## src/rtl/controle_es_pkg.sv

```systemverilog
// Shared definitions for the I/O handshake controller.
// Holds the FSM state encoding and the default debounce length.
// Imported by controle_es and filtro_botao.
package controle_es_pkg;

    // Cycles a synchronized button level must stay stable before it is accepted.
    localparam logic [15:0] DEBOUNCE_PADRAO = 16'd4;

    typedef enum logic [1:0] {
        OCIOSO        = 2'd0,
        ESPERA_BOTAO  = 2'd1,
        PULSO         = 2'd2,
        ESPERA_SOLTAR = 2'd3
    } estado_t;

endpackage

```

## src/rtl/filtro_botao.sv

```systemverilog
// Two-flop synchronizer followed by a stable-count debounce filter.
// Level changes DEBOUNCE_CICLOS cycles after the synchronized input settles, plus 2 sync cycles.
// No backpressure; subida_o flags the edge on which the level will switch to high.
module filtro_botao
    import controle_es_pkg::*;
#(
    parameter logic [15:0] DEBOUNCE_CICLOS = DEBOUNCE_PADRAO
) (
    input  logic clock,
    input  logic reset,
    input  logic botao_i,
    output logic nivel_o,
    output logic subida_o
);

    localparam logic [15:0] LIMITE = DEBOUNCE_CICLOS - 16'd1;

    logic [1:0]  sinc_q;
    logic        nivel_q;
    logic [15:0] cnt_q;
    logic        sinc;

    assign sinc = sinc_q[1];

    // Synchronize the raw button and count consecutive samples that differ from the accepted level.
    always_ff @(posedge clock or negedge reset) begin
        if (!reset) begin
            sinc_q  <= 2'b00;
            nivel_q <= 1'b0;
            cnt_q   <= 16'd0;
        end else begin
            sinc_q <= {sinc_q[0], botao_i};
            if (sinc != nivel_q) begin
                if (cnt_q == LIMITE) begin
                    nivel_q <= sinc;
                    cnt_q   <= 16'd0;
                end else begin
                    cnt_q <= cnt_q + 16'd1;
                end
            end else begin
                // A sample equal to the accepted level means the input bounced back.
                cnt_q <= 16'd0;
            end
        end
    end

    // Rising edge is announced on the same clock edge that accepts the new level.
    always_comb begin
        subida_o = sinc & ~nivel_q & (cnt_q == LIMITE);
    end

    assign nivel_o = nivel_q;

endmodule

```

## src/rtl/controle_es.sv

```systemverilog
// Handshake between the control unit's in/out instructions and a confirm push-button.
// sinal pulses 2 + DEBOUNCE_CICLOS cycles after a clean press; all outputs are registered or state-decoded.
// A request waits in ESPERA_BOTAO until pressed; the button must be released before the next request.
module controle_es
    import controle_es_pkg::*;
#(
    parameter logic [15:0] DEBOUNCE_CICLOS = DEBOUNCE_PADRAO
) (
    input  logic        clock,
    input  logic        reset,
    input  logic        in,
    input  logic        out,
    input  logic [31:0] dado_saida,
    input  logic [15:0] chaves,
    input  logic        botao,
    output logic        sinal,
    output logic [31:0] dado_entrada,
    output logic [31:0] display,
    output logic        aguardando
);

    estado_t     estado_q, estado_d;
    logic [31:0] entrada_q, entrada_d;
    logic [31:0] display_q, display_d;
    logic        nivel;
    logic        subida;

    filtro_botao #(
        .DEBOUNCE_CICLOS (DEBOUNCE_CICLOS)
    ) u_filtro (
        .clock    (clock),
        .reset    (reset),
        .botao_i  (botao),
        .nivel_o  (nivel),
        .subida_o (subida)
    );

    // State and data registers.
    always_ff @(posedge clock or negedge reset) begin
        if (!reset) begin
            estado_q  <= OCIOSO;
            entrada_q <= 32'd0;
            display_q <= 32'd0;
        end else begin
            estado_q  <= estado_d;
            entrada_q <= entrada_d;
            display_q <= display_d;
        end
    end

    // Next state and data capture; data registers hold unless a load edge is taken.
    always_comb begin
        estado_d  = estado_q;
        entrada_d = entrada_q;
        display_d = display_q;
        case (estado_q)
            OCIOSO: begin
                // A button still seen high belongs to the previous request.
                if ((in || out) && !nivel) begin
                    estado_d = ESPERA_BOTAO;
                    if (out && !in) begin
                        display_d = dado_saida;
                    end
                end
            end
            ESPERA_BOTAO: begin
                if (!in && !out) begin
                    estado_d = OCIOSO;
                end else if (subida) begin
                    estado_d = PULSO;
                    if (in) begin
                        entrada_d = {16'b0, chaves};
                    end
                end
            end
            PULSO: begin
                estado_d = ESPERA_SOLTAR;
            end
            ESPERA_SOLTAR: begin
                if (!nivel) begin
                    estado_d = OCIOSO;
                end
            end
            default: begin
                estado_d = OCIOSO;
            end
        endcase
    end

    assign sinal        = (estado_q == PULSO);
    assign aguardando   = (estado_q == ESPERA_BOTAO);
    assign dado_entrada = entrada_q;
    assign display      = display_q;

endmodule

```

## config.mk

```make
export PLATFORM = sky130hd
export DESIGN_NAME = controle_es
export DESIGN_NICKNAME = d
export VERILOG_FILES = /design/src/rtl/controle_es_pkg.sv /design/src/rtl/filtro_botao.sv /design/src/rtl/controle_es.sv
export SDC_FILE = /design/constraint.sdc
export NUM_CORES = 1
export LEC_CHECK = 0
export ABC_AREA = 1
export BUFFER_PORTS_ARGS = -buffer_cell sky130_fd_sc_hd__buf_2
export CAP_MARGIN = 20
export CORE_MARGIN = 5
export CORE_UTILIZATION = 45
export CTS_BUF_LIST = sky130_fd_sc_hd__clkbuf_16
export DETAILED_ROUTE_END_ITERATION = 10
export GPL_TIMING_DRIVEN = 0
export HOLD_SLACK_MARGIN = 0.05
export PLACE_DENSITY = 0.76
export SETUP_SLACK_MARGIN = 0.3
export SLEW_MARGIN = 20
export SYNTH_ARGS = -nofsm -noshare
export SYNTH_HDL_FRONTEND = slang
export SYNTH_HIERARCHICAL = 1
export SYNTH_SLANG_ARGS = --single-unit
```

## constraint.sdc

```tcl
create_clock -name clock -period 1.4 [get_ports clock]
set_clock_uncertainty 0.1 [all_clocks]
set_input_delay 0.07 -clock clock [delete_from_list [all_inputs] [get_ports clock]]
set_output_delay 0.07 -clock clock [all_outputs]
set_load 0.01 [all_outputs]
```

* Word level (Yosys, flattened, before mapping)
Cells that the tools add are included.
Storage, ports and cells: input bits 53, logic and storage cells 38, flip-flop bits (word level) 69
Cells by class: bitwise operators 4, add/sub/neg operators 1, reduce and logical (&&, ||, !) cells 12, multiplexer cells 7, equality and inequality tests 8
Operators with widths (number):
- 16-bit two-way mux | 2
- 16-bit by 1-bit adder with 16-bit output, second input constant | 1
- 16-bit by 2-bit equality test with 1-bit output, second input constant | 1
- 2-bit two-way mux | 4
- 2-bit one-hot mux with 4 select lines | 1
- 3-bit AND reduction | 2
- 2-bit equality test, second input constant | 2
- 2-bit inequality test, second input constant | 2
- 4-bit AND reduction | 1
- 1-bit logical AND | 3
- 1-bit logical NOT | 3
- 3-bit by 1-bit inequality test with 1-bit output, second input constant | 1
- 1-bit bitwise AND | 2
- 2-bit by 1-bit equality test with 1-bit output, second input constant | 1
- 2-bit logical NOT | 1
- 1-bit NOT | 2
- 2-bit AND reduction | 1
- 1-bit logical OR | 1
- 1-bit inequality test | 1

* Logic depth before layout (Yosys ltp)
Gate-level depths: netlist (run 1).
word-level depth 6, mapped depth 8

* Cells and area by module
Netlist (run 1), hierarchy kept.
Modules (own cells, without submodules):
- controle_es | area each 2404.8 um^2, cells an instance 243, instances 1
- filtro_botao | area each 1067.3 um^2, cells an instance 141, instances 1

* Least setup slack after synthesis (run 1)
Ideal clock, no wire load.
kind reg2reg, start register u_filtro.cnt_q[0], end register entrada_q[11], in the netlist dado_entrada[11], slack -0.164 ns, required time 1.182 ns, arrival 1.346 ns, cell stages (with the launch flop) 9, clock period less this slack 1.564 ns, path through dfrtp_1 ha_1 nand4_1 nor2_1 and3_1 nand3_4 buf_6 nand2_1 o21ai_2
On the way: word-level cells in the longest chain between the ends 3
RTL lines:
- start: declaration | line filtro_botao.sv:20 | logic [15:0] cnt_q;
- start signal: assignment | line filtro_botao.sv:38 | cnt_q <= cnt_q + 16'd1;
- 16-bit by 2-bit equality test with 1-bit output | line filtro_botao.sv:49 | subida_o = sinc & ~nivel_q & (cnt_q == LIMITE);
- 1-bit bitwise AND | line filtro_botao.sv:49
- named net subida | line controle_es.sv:26 | logic subida;
- 4-bit AND reduction (no line)
- end signal: assignment | line controle_es.sv:46 | entrada_q <= entrada_d;
- end: declaration | line controle_es.sv:23 | logic [31:0] entrada_q, entrada_d;
The timed path passes the listed nets, and every way through them passes these cells. A chain may end at the register's enable or synchronous reset.

* Worst setup path in the final report (run 1)
start register u_filtro.cnt_q[10], end register estado_q[0]
On the way: word-level cells in the longest chain between the ends 4
RTL lines:
- 16-bit by 2-bit equality test with 1-bit output | line filtro_botao.sv:49
- 1-bit bitwise AND | line filtro_botao.sv:49
- named net subida | line controle_es.sv:26
- 3-bit by 1-bit inequality test with 1-bit output (no line)
- 3-bit AND reduction (no line)
- end signal: assignment | line controle_es.sv:45 | estado_q <= estado_d;
- end: declaration | line controle_es.sv:22 | estado_t estado_q, estado_d;
The timed path passes the listed nets, and every way through them passes these cells.

==> run_results.csv, run 1 <==
group,metric,value,unit
worst_setup_path,worstSetupStartpointType,"register",
final_layout,post_route_cells_drive_above_1_share,58.00,%
power_and_ir_drop,swShare,37.94,%
placed_design,port_buffers,102,
logic_synthesis,netlist.area_leader.share,49.73,%
timing,worst_slack,-0.4176,ns
clock_network,cts_sinks,69,
timing,setup_viol,64,
route,via_count,3689,
logic_synthesis,synth_edf_count,0,
die,dieArea,0.009573,mm²
global_route,track_usage,24.45,%
timing,fin_tns_setup,-13.35,ns
worst_setup_path,reg2reg_from,"u_filtro/cnt_q[10]",
power_and_ir_drop,clkPwrFrac,24.7,%
global_route,grt_antenna_before_repair,0,
worst_hold_path,hold_path_class,"primary input to async pin",
route,wl_per_cell,19.46,µm
global_route,grtUsageMet2,44.55,%
timing,slew_violations,0,
final_layout,nFillCells,368,
global_route,use_met1,25.68,%
power_and_ir_drop,pwr-share-seq,30.9,%
global_route,grt_pass1_wl,18.72,mm
clock_network,clockRootBuffer,"clkbuf_16",
clock_network,ctsHtreeMaxLevel,3,
logic_synthesis,ys_ff_latch,69,
logic_synthesis,avgSynthCellArea,9.042,µm²
clock_network,cts_buffers,9,
status,violations,"negative setup slack",
logic_synthesis,syn_area,0.003472,mm²
logic_synthesis,ys_seq_area_share,49.73,%
clock_network,cts_tree,"yes",
power_and_ir_drop,power_switching,4.245,mW
global_route,grt-ovfl-total,0,
worst_setup_path,critPathMaxFanout,3,
power_and_ir_drop,ir_drop,1.235,mV
worst_setup_path,crit_type,"register to register",
final_layout,fin_nets,669,
timing,fmax,550.2,MHz
placed_design,dp.cells,604,
die,initial_core_util,45.64,%
die,core,0.007607,mm²
job,cap_violations,0,
power_and_ir_drop,power_density,1770,mW/mm²
route,drt-initial-drc-count,231,
die,rows,32,
route,viasPerCell,5.117,
power_and_ir_drop,leakagePower,3.219,nW
route,wl,14.03,mm
timing,min_period_over_period,129.8,%
logic_synthesis,yosysWarnings,6,
die,die_h,97.84,µm
placed_design,gp_congestion,0.8194,
logic_synthesis,yosysTopAreaCell,"dfrtp_1",
worst_setup_path,end_kind,"register",
clock_network,clk_latency,0.35,ns
global_route,met3_usage,6.571,%
timing,rsz0062_at_grt,"true",
die,ioPinCount,119,
final_layout,syn_to_final_growth,82.02,%
placed_design,hpwl,5.755,mm
logic_synthesis,ys_types,30,
global_route,grt_busiest_layer,"met2",
placed_design,dpl_cell_area,0.004347,mm²
logic_synthesis,synth_common_cells,"nand2_1, dfrtp_1, inv_1",
status,status,"finished with violations",
power_and_ir_drop,power_frac_comb,44.4,%
worst_setup_path,cp.required,1.53,ns
final_layout,diodes,0,
logic_synthesis,synth.most_common_cell,"nand2_1",
route,drt_pre_antenna_iters,5,
route,final_antenna_net_count,0,
worst_setup_path,r2r-end,"estado_q[0]",
clock_network,cts_max_path_buffers,2,
logic_synthesis,async_reset_ff_share,100.0,%
timing,fin_crit,1.818,ns
global_route,first_global_vias,3814,
logic_synthesis,synthFlopType,"dfrtp_1",
global_route,grt_max_degree,49,
final_layout,final_cells,721,
worst_setup_path,regToRegSetupSlack,-0.42,ns
final_layout,final_util,83.08,%
die,die_x,97.84,µm
power_and_ir_drop,p_int,6.943,mW
logic_synthesis,netlist_instances,384,
logic_synthesis,synthTopCellsByArea,"dfrtp_1, o21ai_2, nand2_1",
worst_setup_path,arrival,1.95,ns
final_layout,final_design_area_no_fill,0.006320,mm²
timing,hold_viol,0,
route,drc,0,
clock_network,path_clk_slew,0.06,ns
worst_setup_path,ff2ff_path_depth,9,
-- worst max path at each step --
stage	startpoint	to	slack, ns	cells after the start
finish	u_filtro/cnt_q[10]	estado_q[0]	-0.42	9
global route	u_filtro/cnt_q[10]	estado_q[0]	-0.42	9
CTS	u_filtro/cnt_q[1]	dado_entrada[13]	-0.20	8
detailed placement	u_filtro/cnt_q[1]	dado_entrada[11]	-0.26	8
global placement	reset	estado_q[0]	-0.34	1
floorplan	u_filtro/cnt_q[1]	dado_entrada[11]	-0.12	8
-- final cells by class --
type	count	area, µm²	share of cell area, %
inverter	68	270.3	4.276
clock inverter	7	121.4	1.920
sequential	69	1737	27.48
multi-input combinational	236	1854	29.34
timing repair buffer	203	1679	26.57
tap	102	127.6	2.019
clock buffer	9	225.2	3.564
buffer	27	305.3	4.831
-- power groups by stage --
stage / logic (mW) / registers [mW] / clock network, mW
2_1_floorplan: 1.65 / 3.58 / 0
3_3_place_gp: 2.99 / 3.26 / 0
3_5_place_dp: 3.11 / 3.28 / 0
4_1_cts: 4.12 / 3.35 / 2.69
5_1_grt: 5.25 / 3.54 / 2.84
6_report: 4.97 / 3.46 / 2.76
-- repair_timing --
item,CTS,global route
buffers inserted,26,16
hold endpoints to repair,118,0
hold buffers,50,0
gates cloned,7,2
setup endpoints to repair,69,74
resized for setup,85,53
pin swaps,20,13
-- critical path, cell delays in order (launching register included) --
cell	delay, ns
dfrtp_1	0.40
inv_2	0.11
nand3_1	0.14
nor2_1	0.15
and3_4	0.22
buf_4	0.14
nand3b_1	0.21
nand2_1	0.11
nand2_1	0.08
nand2_1	0.06
-- metal layers --
layer | share of wire [%] | routed length, µm | vias up
met5 | 0 | 0 | -
met2 | 53 | 7470 | 211
met4 | 6.3 | 877 | 0
met1 | 34 | 4708 | 1778
li1 | - | - | 1617
met3 | 6.9 | 972 | 83
-- layout by cell type (no fill, tap or decap), types with 2 or more instances in the layout --
cell type / synthesis / final
inv_1: 66 / 61
clkinv_4: 0 / 2
nand2_2: 3 / 27
o21ai_4: 0 / 3
conb_1: 1 / 16
dlygate4sd3_1: 0 / 50
buf_2: 1 / 99
nand2_4: 0 / 30
bufinv_16: 0 / 3
nand2_1: 87 / 33
o21ai_2: 48 / 47
nand3_1: 13 / 10
nor2_2: 3 / 8
dfrtp_2: 0 / 8
buf_4: 16 / 44
buf_6: 9 / 12
xor2_1: 4 / 4
buf_8: 0 / 8
clkbuf_16: 0 / 11
nor2_1: 31 / 15
nand3_2: 2 / 3
buf_16: 0 / 7
buf_12: 0 / 8
nand4_1: 6 / 6
ha_4: 0 / 2
nor2_4: 3 / 14
inv_2: 2 / 5
dfrtp_1: 69 / 61
nand3_4: 2 / 5
a21oi_2: 0 / 2
-- registers in the layout, summed over array words and instances (netlist names), named ones only --
register / cells
u_filtro/nivel_o: 1
u_filtro/sinc_q: 2
estado_q: 1
dado_entrada: 16
display: 32
u_filtro/cnt_q: 16
-- cells by family after synthesis --
logic type | count (synthesis) | share of synthesized area, %
AO/OA/AOI/OAI | 56 | 13.41
XOR/XNOR | 6 | 1.514
adder cells (fa/ha/maj) | 2 | 0.7206
buffers and inverters | 95 | 13.98
flip-flops | 69 | 49.73
other | 1 | 0.1080
AND/OR/NAND/NOR | 155 | 20.54
-- per-stage QoR --
stage	setup slack (ns)	hold WS (ns)	power, mW
floorplan	-0.1246	-0.3256	5.223
global placement	-0.3436	0.08858	6.247
detailed placement	-0.2626	-0.1077	6.387
CTS	-0.1979	0.07265	10.16
global route	-0.4174	0.1150	11.62
finish	-0.4176	0.07558	11.19
(Power assumes the default switching activity.)
==> inputs of run 2 (changes only) <==
Settings changed: CELL_PAD_IN_SITES_DETAIL_PLACEMENT set to 1, CELL_PAD_IN_SITES_GLOBAL_PLACEMENT set to 1, CORE_UTILIZATION 45 to 33, PLACE_DENSITY 0.76 to not set, PLACE_DENSITY_LB_ADDON set to 0.1.
==> run 2 against run 1 <==
  * Sequential share of layout area grew 0.54 points
  * The flow still finishes with violations (negative setup slack)
  * Flip-flop and latch count is the same
  * Cell area shrank 2.1%
  * Clock power shrank 18%
  * Critical path type unchanged
  * Core utilization shrank 23 points
==> run_results.csv, run 2 (same netlist as run 1, synthesis figures left out) <==
group,metric,value,unit
status,status,"finished with violations",
status,violations,"negative setup slack",
global_route,grt_pass1_wl,18.93,mm
clock_network,cts_max_path_buffers,2,
final_layout,largest_reg_flops,32,
timing,fmax,605.5,MHz
timing,setup_viol,56,
die,dieArea,0.01267,mm²
global_route,grt_max_degree,46,
timing,fin_crit,1.651,ns
timing,worst_slack,-0.2514,ns
route,via_count,3347,
final_layout,final_common_cell,"buf_2",
worst_setup_path,worstSetupStartpointType,"register",
clock_network,cts_sinks,69,
global_route,grt_antenna_before_repair,0,
timing,hold_viol,0,
global_route,first_global_vias,3744,
placed_design,hpwl,6.672,mm
clock_network,clk_latency,0.33,ns
route,wl_per_cell,16.06,µm
worst_setup_path,cp.required,1.52,ns
clock_network,path_clk_slew,0.06,ns
route,viasPerCell,4.445,
die,initial_core_util,33.78,%
final_layout,post_route_cells_drive_above_1_share,54.94,%
worst_hold_path,hold_path_class,"primary input to async pin",
final_layout,final_util,60.21,%
power_and_ir_drop,leakagePower,3.152,nW
clock_network,cts_buffers,9,
die,die_h,112.6,µm
route,final_antenna_net_count,0,
timing,rsz0062_at_grt,"true",
placed_design,dp.cells,638,
clock_network,ctsHtreeMaxLevel,3,
power_and_ir_drop,ir_drop,0.8970,mV
worst_setup_path,critPathMaxFanout,4,
global_route,track_usage,18.80,%
final_layout,syn_to_final_growth,78.23,%
final_layout,final_cell_mix,"buf_2, inv_1, dfrtp_1",
die,die_x,112.6,µm
route,wl,12.09,mm
worst_setup_path,end_kind,"register",
route,drt_pre_antenna_iters,4,
timing,slew_violations,0,
die,rows,37,
die,core,0.01028,mm²
clock_network,clockRootBuffer,"clkbuf_16",
die,ioPinCount,119,
placed_design,port_buffers,102,
final_layout,diodes,0,
placed_design,gp_congestion,0.7647,
final_layout,final_cells,753,
worst_setup_path,crit_type,"register to register",
global_route,grt-ovfl-total,0,
route,drt-initial-drc-count,80,
worst_setup_path,regToRegSetupSlack,-0.25,ns
worst_setup_path,arrival,1.77,ns
final_layout,fin_nets,667,
power_and_ir_drop,power_density,1670,mW/mm²
job,cap_violations,0,
timing,min_period_over_period,118.0,%
timing,fin_tns_setup,-8.024,ns
clock_network,cts_tree,"yes",
route,drc,0,
## run 2: cell count changes in the layout (fill, tap and decap cells not counted), moves of 4 or more
cell	before	now
nand2_4	30	39
nand3_2	3	7
buf_6	12	17
nand2_1	33	42
buf_8	8	4
nand2_2	27	9
nand3_1	10	6
## run 2: final timing paths
| path | cells past startpoint | startpoint | to |
|---|---|---|---|
| max | 9 | u_filtro/cnt_q[9] | estado_q[0] |
| min | 2 | reset | u_filtro/cnt_q[9] |
| max reg2reg | 9 | u_filtro/cnt_q[9] | estado_q[0] |
| min reg2reg | 0 | u_filtro/sinc_q[0] | u_filtro/sinc_q[1] |
| max in group asynchronous | 3 | reset | u_filtro/cnt_q[2] |
| min in group clock | 4 | out | display[14] |
## run 2: cell type report
class | instances | area, µm²
multi-input combinational | 236 | 1818
buffer | 27 | 302.8
timing repair buffer | 201 | 1610
inverter | 68 | 262.8
clock buffer | 9 | 225.2
sequential | 69 | 1734
fill | 1171 | 4089
tap | 136 | 170.2
clock inverter | 7 | 65.06
## run 2: repair_timing
| action | CTS | global route |
|---|---|---|
| buffers inserted | 22 | 19 |
| endpoints found under the hold margin | 118 | 0 |
| hold buffers | 50 | 0 |
| pin swaps | 10 | 19 |
| endpoints found under the setup margin | 69 | 82 |
| resized for setup | 84 | 43 |
| gates cloned | 7 | 1 |
## run 2: report_power, final
part | total, mW | switching [mW] | internal (mW)
Clock | 2.25 | 0.882 | 1.37
Sequential | 3.41 | 0.679 | 2.73
Combinational | 4.67 | 2.27 | 2.41
Total | 10.3 | 3.83 | 6.51
## run 2: through the flow
step           hold WS, ns  power, mW  instance area (µm²)  setup WS [ns]
4_1_cts            0.04628      9.738                 5846        -0.1919
5_1_grt             0.1254      10.96                 6188        -0.3241
3_3_place_gp       0.07953      6.312                 4359        -0.4653
6_report           0.09982      10.33                 6188        -0.2514
2_1_floorplan      -0.3256      5.223                 3679        -0.1246
3_5_place_dp      -0.07860      6.423                 4389        -0.2961
## run 2: routing by layer
layer	up-vias	global-route usage [%]	part of all wire [%]
met1	1621	20.37	37
met2	89	35.07	56
met4	0	8.253	2.0
li1	1618	-	-
met5	-	0	0
met3	19	3.774	4.6
## run 2: critical path: stages (launching register included)
cell,delay (ns)
dfrtp_1,0.42
nor2_2,0.16
nand2_1,0.09
nor2_1,0.10
and3_4,0.22
buf_4,0.12
nand3b_1,0.13
nand2_1,0.08
nand2_1,0.06
nand2_1,0.05
==> inputs of run 3 (changes only) <==
Settings changed: CORE_UTILIZATION 33 to 32, SYNTH_HIERARCHICAL 1 to not set.
==> run 3 against run 2 <==
  * The run still ends with negative setup slack left
  * Global-route usage rose by 0.081 points
  * Clock power shrank 3%
  * Sequential power down 5%
  * Cell count shrank 3.1%
  * First-iteration DRC count is 7.5% higher
  * Non-clock buffer count shrank 15
  * Synthesized cell count shrank 1.3%
  * Register-to-register slack got worse by 0.02 ns
  * Flip-flop and latch count did not move
  * Count of clock-buffer cells in the layout unchanged
  * Maximum frequency down 1.5%
  * Critical path type unchanged
  * Highest routed layer unchanged
==> run_results.csv, run 3 <==
group,metric,value,unit
clock_network,clockRootBuffer,"clkbuf_16",
logic_synthesis,yosysWarnings,0,
route,drt_pre_antenna_iters,4,
global_route,track_usage,18.89,%
status,status,"finished with violations",
status,violations,"negative setup slack",
global_route,grt_antenna_before_repair,0,
timing,setup_viol,61,
die,dieArea,0.01202,mm²
worst_setup_path,critPathMaxFanout,5,
global_route,first_global_vias,3558,
worst_setup_path,critPathSlowestCell,"dfrtp_1",
route,via_count,3299,
placed_design,hpwl,6.534,mm
logic_synthesis,ys_seq_area_share,54.33,%
die,die_h,109.7,µm
placed_design,dpl_cell_area,0.004021,mm²
route,viasPerCell,4.519,
final_layout,final_common_cell,"buf_2",
job,cap_violations,0,
logic_synthesis,synth_edf_count,0,
logic_synthesis,synthTopCellsByArea,"dfrtp_1, nand2_1, inv_1",
clock_network,cts_max_path_buffers,2,
die,die_x,109.7,µm
worst_setup_path,worstSetupStartpointType,"register",
die,core,0.009729,mm²
logic_synthesis,synthFlopType,"dfrtp_1",
worst_setup_path,slowest_delay,0.35,ns
global_route,grt_pass1_wl,17.62,mm
route,top_layer_used,"met4",
logic_synthesis,netlist_instances,379,
power_and_ir_drop,power_density,1639,mW/mm²
final_layout,largest_reg_flops,32,
clock_network,ctsHtreeMaxLevel,3,
final_layout,fin_nets,647,
final_layout,syn_to_final_growth,79.41,%
power_and_ir_drop,leakagePower,2.949,nW
timing,fmax,596.6,MHz
timing,rsz0062_at_grt,"true",
global_route,grt_max_degree,43,
logic_synthesis,async_reset_ff_share,100.0,%
clock_network,cts_sinks,69,
die,ioPinCount,119,
logic_synthesis,yosysTopAreaCell,"dfrtp_1",
power_and_ir_drop,finalPower,9.345,mW
worst_setup_path,end_kind,"register",
die,initial_core_util,32.66,%
final_layout,nFillCells,1145,
route,drt-initial-drc-count,86,
global_route,grt-ovfl-total,0,
timing,min_period_over_period,119.7,%
logic_synthesis,netlist.area_leader.share,54.33,%
logic_synthesis,avgSynthCellArea,8.385,µm²
final_layout,final_design_area_no_fill,0.005702,mm²
clock_network,path_clk_slew,0.06,ns
worst_setup_path,crit_top_cell,"nand2_2",
clock_network,cts_buffers,9,
final_layout,final_cell_mix,"buf_2, dfrtp_1, nand2_1",
route,wl_met2,5.944,mm
placed_design,port_buffers,102,
logic_synthesis,synth.most_common_cell,"nand2_1",
timing,hold_viol,0,
worst_setup_path,arrival,1.80,ns
timing,fin_crit,1.676,ns
logic_synthesis,synth_common_cells,"nand2_1, dfrtp_1, inv_1",
clock_network,clk_latency,0.33,ns
final_layout,post_route_cells_drive_above_1_share,48.41,%
route,wl,11.25,mm
worst_setup_path,cp_top_family,"simple AND/OR/NAND/NOR gates",
timing,slew_violations,0,
die,rows,36,
worst_setup_path,crit_type,"register to register",
power_and_ir_drop,ir_drop,0.7543,mV
route,route.met3.wl,696,µm
worst_setup_path,cp.required,1.52,ns
worst_setup_path,worstPathCellList,"ha_2 -> inv_2 -> nor2_2 -> nand3_2 -> nor2_4 -> nand3_4 -> clkbuf_16 -> nand2_2 -> nand2_2",
logic_synthesis,ys_ff_latch,69,
timing,worst_slack,-0.2761,ns
clock_network,cts_tree,"yes",
route,wl_met1,4.474,mm
route,wl_per_cell,15.41,µm
route,final_antenna_net_count,0,
logic_synthesis,syn_area,0.003178,mm²
worst_setup_path,path_buf_inv,2,
placed_design,gp_congestion,0.7490,
final_layout,diodes,0,
route,drc,0,
worst_hold_path,hold_path_class,"primary input to register",
logic_synthesis,ys_types,25,
-- run 3: area by class of cell --
cell class | count | area (µm²) | share of cell area [%]
tap | 133 | 166.4 | 2.919
sequential | 69 | 1730 | 30.35
inverter | 52 | 200.2 | 3.511
buffer | 28 | 282.8 | 4.959
clock buffer | 9 | 225.2 | 3.950
clock inverter | 7 | 58.81 | 1.031
timing repair buffer | 185 | 1420 | 24.91
multi-input combinational | 247 | 1618 | 28.37
-- run 3: report_power, final --
part | total (mW) | leakage, nW | switching [mW] | internal (mW)
Sequential | 3.25 | 0.895 | 0.558 | 2.69
Clock | 2.19 | 0.147 | 0.834 | 1.35
Combinational | 3.91 | 1.91 | 2.04 | 1.86
Total | 9.35 | 2.95 | 3.44 | 5.91
-- run 3: logic make-up (layout without fill, tap and decap cells) --
logic type	after synthesis	count (layout)	synth area share, %
XOR/XNOR	6	6	1.654
buffers and inverters	80	281	11.77
adder cells (fa/ha/maj)	2	2	0.7873
AND/OR/NAND/NOR	180	182	24.88
other	1	16	0.1180
flip-flops	69	69	54.33
AO/OA/AOI/OAI	41	41	6.457
-- run 3: worst paths after layout --
path / from / end / slack, ns / cells past startpoint
worst max-delay path: u_filtro.cnt_q[1] / dado_entrada[11] / -0.28 / 9
worst min-delay path: out / display[16] / 0.11 / 4
worst max register to register: u_filtro.cnt_q[1] / dado_entrada[11] / -0.28 / 9
worst min register to register: u_filtro.sinc_q[0] / u_filtro.sinc_q[1] / 0.24 / 0
max in group asynchronous: reset / estado_q[0] / 0.50 / 3
min in group asynchronous: reset / u_filtro.cnt_q[9] / 0.14 / 2
-- run 3: through the flow --
step / instances / hold slack (ns) / TNS, ns / utilization, % / worst slack (ns)
2_1_floorplan: 394 / -0.3256 / -1.794 / - / -0.1527
3_3_place_gp: 629 / 0.08478 / -28.48 / 41.02 / -0.3546
3_5_place_dp: 630 / -0.06771 / -8.319 / 41.33 / -0.3635
4_1_cts: 722 / 0.08652 / -9.033 / 54.90 / -0.2619
5_1_grt: 730 / 0.1285 / -17.02 / 58.60 / -0.3941
6_report: 730 / 0.1120 / -10.76 / 58.60 / -0.2761
-- run 3: timing repair --
| action | 4_1_cts | 5_1_grt |
|---|---|---|
| endpoints found under the setup margin | 69 | 69 |
| pin swaps | 15 | 12 |
| endpoints found under the hold margin | 118 | 0 |
| gates cloned | 7 | 1 |
| setup buffers | 19 | 7 |
| hold buffers | 50 | 0 |
| resized for setup | 83 | 87 |
-- run 3: worst register-to-register path, delay by kind of cell (launching register included) --
| family | cells | cell delay [ns] |
|---|---|---|
| and+or+nand+nor | 6 | 0.68 |
| DFF | 1 | 0.35 |
| buffers and inverters | 2 | 0.25 |
| adders and majority gates | 1 | 0.19 |
-- run 3: layer usage --
metal / global-route usage, % / vias up
li1: - / 1586
met1: 22.03 / 1610
met2: 34.00 / 93
met3: 5.167 / 10
met4: 5.076 / 0
met5: 0 / -
